## config.mk

```make
export PLATFORM = sky130hd
export DESIGN_NAME = proc_core_param
export DESIGN_NICKNAME = d
export VERILOG_FILES = /design/src/rtl/proc_core_param.sv
export SDC_FILE = /design/constraint.sdc
export NUM_CORES = 1
export LEC_CHECK = 0
export ABC_AREA = 1
export CAP_MARGIN = 20
export CORE_ASPECT_RATIO = 2
export CORE_MARGIN = 2
export CORE_UTILIZATION = 44
export CTS_BUF_LIST = sky130_fd_sc_hd__clkbuf_4
export CTS_CLUSTER_DIAMETER = 40
export DETAILED_ROUTE_END_ITERATION = 8
export PLACE_DENSITY = 0.66
export SLEW_MARGIN = 20
export SYNTH_ARGS = -nofsm -noshare
export SYNTH_HDL_FRONTEND = slang
export SYNTH_SLANG_ARGS = --single-unit
```

## constraint.sdc

```tcl
create_clock -name clk -period 3.8 [get_ports clk]
set_clock_uncertainty 0.2 [all_clocks]
set_input_delay 0.76 -clock clk [delete_from_list [all_inputs] [get_ports clk]]
set_output_delay 0.76 -clock clk [all_outputs]
set_load 0.01 [all_outputs]
```

## src/rtl/proc_core_param.sv

```systemverilog
// Parametrised multi-cycle load/store core: FETCH -> EXE (-> MEM) with HALT/ERR sticky states.
// All outputs are registered; the instruction word is only sampled in EXE and MEM.
module proc_core_param #(
  parameter int unsigned WORD_W  = 8,
  parameter int unsigned ADDR_W  = 8,
  parameter int unsigned PC_W    = 8,
  parameter int unsigned REG_N   = 4,
  parameter int unsigned TIMEOUT = 16,
  localparam int unsigned RI_W    = $clog2(REG_N),
  localparam int unsigned INSTR_W = 4 + RI_W + WORD_W
) (
  input  logic               clk,
  input  logic               reset,
  input  logic [INSTR_W-1:0] instruction,
  output logic [PC_W-1:0]    pc,
  output logic [WORD_W-1:0]  data_out,
  output logic               data_valid,
  output logic [1:0]         mem_rw,
  output logic [ADDR_W-1:0]  mem_addr,
  output logic [WORD_W-1:0]  mem_wdata,
  input  logic               mem_ack,
  input  logic [WORD_W-1:0]  mem_rdata,
  output logic [2:0]         state,
  output logic [1:0]         err_code
);

  typedef enum logic [2:0] {
    StFetch = 3'd0,
    StExe   = 3'd1,
    StMem   = 3'd2,
    StHalt  = 3'd3,
    StErr   = 3'd4
  } state_e;

  localparam logic [3:0] OpNop  = 4'd0;
  localparam logic [3:0] OpSet  = 4'd1;
  localparam logic [3:0] OpGet  = 4'd2;
  localparam logic [3:0] OpLd   = 4'd3;
  localparam logic [3:0] OpSt   = 4'd4;
  localparam logic [3:0] OpAdd  = 4'd5;
  localparam logic [3:0] OpSub  = 4'd6;
  localparam logic [3:0] OpBnz  = 4'd7;
  localparam logic [3:0] OpHalt = 4'd8;

  localparam logic [1:0] MemIdle  = 2'b00;
  localparam logic [1:0] MemRead  = 2'b01;
  localparam logic [1:0] MemWrite = 2'b10;

  localparam int unsigned CntW = (TIMEOUT > 0) ? $clog2(TIMEOUT + 1) : 1;
  localparam logic [CntW-1:0] CntLast = CntW'((TIMEOUT > 0) ? TIMEOUT - 1 : 0);

  state_e            st;
  logic [WORD_W-1:0] regs [REG_N];
  logic [CntW-1:0]   wait_cnt;

  logic [3:0]        op;
  logic [RI_W-1:0]   rd;
  logic [RI_W-1:0]   rs;
  logic [WORD_W-1:0] imm;
  logic [WORD_W-1:0] rd_val;
  logic [WORD_W-1:0] rs_val;
  logic [PC_W-1:0]   pc_inc;
  logic              timeout_hit;

  assign op     = instruction[INSTR_W-1 -: 4];
  assign rd     = instruction[WORD_W +: RI_W];
  assign imm    = instruction[WORD_W-1:0];
  assign rs     = imm[RI_W-1:0];
  assign rd_val = regs[rd];
  assign rs_val = regs[rs];
  assign pc_inc = pc + PC_W'(1);
  // Fires on the TIMEOUT-th consecutive ack-less MEM cycle; a zero TIMEOUT never fires.
  assign timeout_hit = (TIMEOUT != 0) && (wait_cnt == CntLast);
  assign state  = st;

  always_ff @(posedge clk) begin
    if (reset) begin
      st         <= StFetch;
      pc         <= '0;
      data_out   <= '0;
      data_valid <= 1'b0;
      mem_rw     <= MemIdle;
      mem_addr   <= '0;
      mem_wdata  <= '0;
      err_code   <= 2'd0;
      wait_cnt   <= '0;
      for (int i = 0; i < REG_N; i++) regs[i] <= '0;
    end else begin
      data_valid <= 1'b0;
      unique case (st)
        StFetch: begin
          mem_rw <= MemIdle;
          st     <= StExe;
        end
        StExe: begin
          case (op)
            OpNop: begin
              pc <= pc_inc;
              st <= StFetch;
            end
            OpSet: begin
              regs[rd] <= imm;
              pc       <= pc_inc;
              st       <= StFetch;
            end
            OpGet: begin
              data_out   <= rd_val;
              data_valid <= 1'b1;
              pc         <= pc_inc;
              st         <= StFetch;
            end
            OpLd, OpSt: begin
              mem_rw   <= (op == OpLd) ? MemRead : MemWrite;
              mem_addr <= ADDR_W'(imm);
              if (op == OpSt) mem_wdata <= rd_val;
              wait_cnt <= '0;
              st       <= StMem;
            end
            OpAdd: begin
              regs[rd] <= rd_val + rs_val;
              pc       <= pc_inc;
              st       <= StFetch;
            end
            OpSub: begin
              regs[rd] <= rd_val - rs_val;
              pc       <= pc_inc;
              st       <= StFetch;
            end
            OpBnz: begin
              pc <= (rd_val != '0) ? PC_W'(imm) : pc_inc;
              st <= StFetch;
            end
            OpHalt: st <= StHalt;
            default: begin
              err_code <= 2'd1;
              st       <= StErr;
            end
          endcase
        end
        StMem: begin
          // Ack takes priority over a timeout landing on the same edge.
          if (mem_ack) begin
            if (mem_rw == MemRead) regs[rd] <= mem_rdata;
            mem_rw <= MemIdle;
            pc     <= pc_inc;
            st     <= StFetch;
          end else begin
            wait_cnt <= wait_cnt + CntW'(1);
            if (timeout_hit) begin
              mem_rw   <= MemIdle;
              err_code <= 2'd2;
              st       <= StErr;
            end
          end
        end
        StHalt, StErr: mem_rw <= MemIdle;
        default: begin
          mem_rw <= MemIdle;
          st     <= StErr;
        end
      endcase
    end
  end

endmodule

```

# Word-level counts from Yosys, hierarchy flattened
# Memory sizes are Yosys's and may differ from the RTL's.
# Cells that the tools add are included.
# op_classes
n_addsub	4
n_mux	46
reduce_logical	19
bitwise	5
div	0
mul	0
magnitude_cmp	0
n_eq_ne	21
shift	0
# ops
operator	count
$mux W8	6
$pmux W8 S2	2
$mux W1	21
$eq A4 B3 Y1 const B	4
$mux W2	8
$pmux W3 S4	1
$mux W5	2
$ne A2 B2 Y1 const B	5
$pmux W5 S2	1
$pmux W3 S3	1
$reduce_and A3 Y1	3
$reduce_or A9 Y1	1
$add A8 B1 Y8 const B	1
$add A8 B8 Y8	1
$eq A4 B2 Y1 const B	2
$pmux W2 S2	2
$reduce_and A2 Y1	4
$reduce_bool A8 Y1	1
$reduce_or A8 Y1	1
$sub A8 B8 Y8	1
$eq A3 B2 Y1 const B	2
$mux W3	2
$reduce_or A2 Y1	3
$reduce_or A6 Y1	1
other kinds (16)	19
# totals
word_cells	105
ramBits	32
register_bits	45
inputBits	25
mem_count	1
rom_bits	0
output_inout_bits	40
latchBits	0
# memory_table
name	depth	word_bits	read_ports	rd_ports_with_merged_regs	write_ports	line	source
regs	4	8	2	0	4	53	logic [WORD_W-1:0] regs [REG_N];

# Depth between registers and ports, before layout
# depth
word_depth	10
ltp_mapped	23
mapped_depth_nobuf	20

# Worst setup path after synthesis
# Ideal clock, no wire load.
# synth_timing
path_type	input to register
from	in instruction[0]
to	mem regs[0][7], data pin
path_buffers	2
arrival_ps	2781
slack_ps	564
cell_stages	17
path_cell_list	buf_2 -> buf_1 -> a21oi_1 -> a32oi_1 -> inv_1 -> ha_1 -> inv_1 -> nand3_1 -> nand3_1 -> a21oi_1 -> nand2_1 -> nand3_1 -> nand2_1 -> nand2_1 -> nand2_1 -> nand2_1 -> nor2_1
# synth_rtl
item	line	source
from (decl)	14	input logic [INSTR_W-1:0] instruction,
to (decl)	53	

==> impl_metrics.json <==
{
  "status": "finished clean",
  "htreeDepth": 3,
  "worstMarginPinSlew_ns": 0.472,
  "start_util": 0.454,
  "fp.dieW_um": 77.8,
  "clkTransAtPathRegs_ns": 0.14,
  "final_hold_viol_count": 0,
  "crit_path_max_fanout": 10,
  "setup_violations": 0,
  "grt_pass1_wl_mm": 22.4,
  "peakVddDrop_mv": 0.243,
  "chipHeight_um": 152,
  "drt_iter0_markers": 220,
  "nFillCells": 1009,
  "synth_nets": 693,
  "pwr-share-clk": 0.218,
  "grt_start_max_net_pins": 32,
  "cp.required_ns": 3.91,
  "internal_power_uw": 1540,
  "comb_power_share": 0.363,
  "end_kind": "flip-flop",
  "place_inst": 868,
  "gr-usage-all-layers": 0.251,
  "period_needed_ns": 3.37,
  "synth_edf_count": 32,
  "synthFlopType": "dfxtp_1",
  "swShare": 0.374,
  "drt-wirelength-per-cell_um": 16.2,
  "place_area_um2": 5780,
  "grt_pass1_vias": 4609,
  "dieArea_um2": 11800,
  "slew_headroom": 0.685,
  "synth-adder-area-share": 0.0528,
  "clockBufferDepth": 2,
  "final_util": 0.563,
  "place_hpwl_mm": 11.6,
  "num_io_pins": 65,
  "setup_slack_ns": 0.434,
  "ys_async_sr_fraction": 0,
  "synth-simple-area-share": 0.288,
  "fin_crit_sh": 0.886,
  "post_cts_buffers": 0,
  "netlist_area_um2": 4790,
  "drive_gt1_frac": 0.139,
  "grt_overflow_total": 0,
  "syn_area_per_cell_um2": 7.38,
  "synth_compound_area_frac": 0.160,
  "clock_latency_ns": 0.47,
  "register_area_um2": 1860,
  "multi_input_area_um2": 2470,
  "fmax_mhz": 297,
  "cts.sinks": 77,
  "cts_tree": "built",
  "dp_slack_ns": -0.0479,
  "ctsHoldBuffers": 0,
  "cts_inserted_buffers": 9,
  "firstDrtPassIters": 6,
  "rows": 53,
  "p_sw_uw": 923,
  "crit_arrival_ns": 3.47,
  "synth_xor_area_frac": 0.0165,
  "io_buffers": 64,
  "final_area_um2": 5930,
  "final_nets": 786,
  "finalWirelength_mm": 14.4,
  "start_kind": "input pin",
  "synth_warnings": 0,
  "ys_seq_area_frac": 0.389,
  "synth_cells": 649,
  "antenna_found_initial": 1,
  "postRouteAntennaNets": 0,
  "maxCapViolations": 0,
  "syn_to_final_growth_pct": 23.9,
  "layout.cells.non_filler": 885,
  "synth_top_family_by_area": "simple AND/OR/NAND/NOR gates",
  "hold_slack_ns": 0.274,
  "synth_cell_types": 45,
  "synthMuxAreaShare": 0,
  "core-area_um2": 10500,
  "clockRootBuffer": "clkbuf_4",
  "post_cts_resized": 0,
  "path_class": "in2reg",
  "gp_congestion": 0.965,
  "ys_ff_latch": 77,
  "power_density_nw_per_um2": 416,
  "p_leak_uw": 0.00262,
  "vias_per_cell": 5.32,
  "drc": 0,
  "vias": 4705,
  "seq_power_share": 0.419,
  "rsz0062_at_grt": "false",
  "report.final.slew_viol_count": 0,
  "min-delay-path-class": "reg2reg"
}
## synthesized netlist by cell type (all sizes together) (5+ instances only)
library cell    n  area share
clkbuf          8      0.0063
nor3            8      0.0084
dfxtp          45        0.19
inv            75       0.059
nand3          63       0.076
edfxtp         32        0.20
nand4           5      0.0078
o21ai          46       0.048
ha             17       0.044
xor2            8       0.015
a21oi          74       0.077
nor2           45       0.041
nand2         171        0.14
a32oi           6       0.011
buf            18       0.027
## cell usage in the layout, fill, tap and decap left out, types with 3 or more instances in the layout
cell type        count
inv_1               63
nor3_1               8
or2_2                3
inv_2               11
buf_4               43
a31oi_1              4
nor2_1              40
xor2_1               8
clkbuf_4             9
nand2_2             12
a21oi_1             74
nand2_1            157
a32oi_1              6
o21ai_1              3
edfxtp_1            32
inv_6                4
nand3_2              7
o21ai_0             43
nor2_4               3
clkdlybuf4s50_1     64
nand3_1             55
dfxtp_1             45
nand4_1              4
o21bai_1             3
ha_1                17
## final timing paths
kind                             from                        to  slack (ns)  cells past startpoint
max                    instruction[1]  regs[0][3]$_SDFFCE_PN0P_        0.43                     16
min          wait_cnt[4]$_SDFFE_PP0P_  wait_cnt[4]$_SDFFE_PP0P_        0.27                      2
max reg2reg      regs[3][0]$_DFFE_PP_  regs[2][6]$_SDFFCE_PN0P_        1.07                     16
min reg2reg  wait_cnt[4]$_SDFFE_PP0P_  wait_cnt[4]$_SDFFE_PP0P_        0.27                      2
## state kept, by name, summed over array words and instances (netlist names), 3 cells and up
signal,flops
data_out,8
mem_addr,8
mem_wdata,8
pc,8
regs,32
state,3
wait_cnt,5
## layout make-up
class | count | share of cell area
Timing Repair Buffer | 108 | 0.166
Inverter | 77 | 0.0491
Sequential cell | 77 | 0.314
Tap cell | 137 | 0.0289
Clock inverter | 7 | 0.0133
Antenna cell | 1 | 0.000422
Clock buffer | 9 | 0.0114
Multi-Input combinational cell | 469 | 0.417
## metrics by stage
stage	total power (uW)	TNS, ns
2_1_floorplan	1580	0
3_3_place_gp	1920	0
3_5_place_dp	1950	-0.0707
4_1_cts	2480	0
5_1_grt	2620	0
6_report	2470	0
## logic make-up (layout without fill, tap and decap cells)
family / count (synthesis) / count (layout)
simple gates: 300 / 300
xor+xnor: 9 / 9
compound gates: 141 / 141
flops: 77 / 77
buf+inv: 103 / 201
other cells: 0 / 1
fa+ha+maj: 19 / 19
## worst max-delay path: stages
cell and delay (ns):
clkdlybuf4s50_1 0.42, clkinv_1 0.05, buf_4 0.17, buf_4 0.14, a21oi_1 0.04, a32oi_1 0.38, inv_1 0.10, ha_1 0.31
inv_1 0.06, nand3_1 0.07, nand3_1 0.13, buf_4 0.18, xor2_1 0.13, o21ai_0 0.19, nand2_1 0.17, a21oi_1 0.18
## per-layer routing
layer  global-route usage  part of all wire  wire length [um]
met1                0.230              0.33              4790
met2                0.499              0.57              8260
met3               0.0403             0.036               517
met4                0.152             0.056               808
met5                    0                 0                 0
## power groups by stage
stage | clock network, uW | registers (uW) | logic, uW
floorplan | 0 | 1060 | 526
finish | 537 | 1030 | 896
detailed placement | 0 | 1050 | 896
global route | 581 | 1040 | 998
CTS | 549 | 1030 | 900
global placement | 0 | 1050 | 878
No activity file was read; power rests on OpenSTA's default activity.
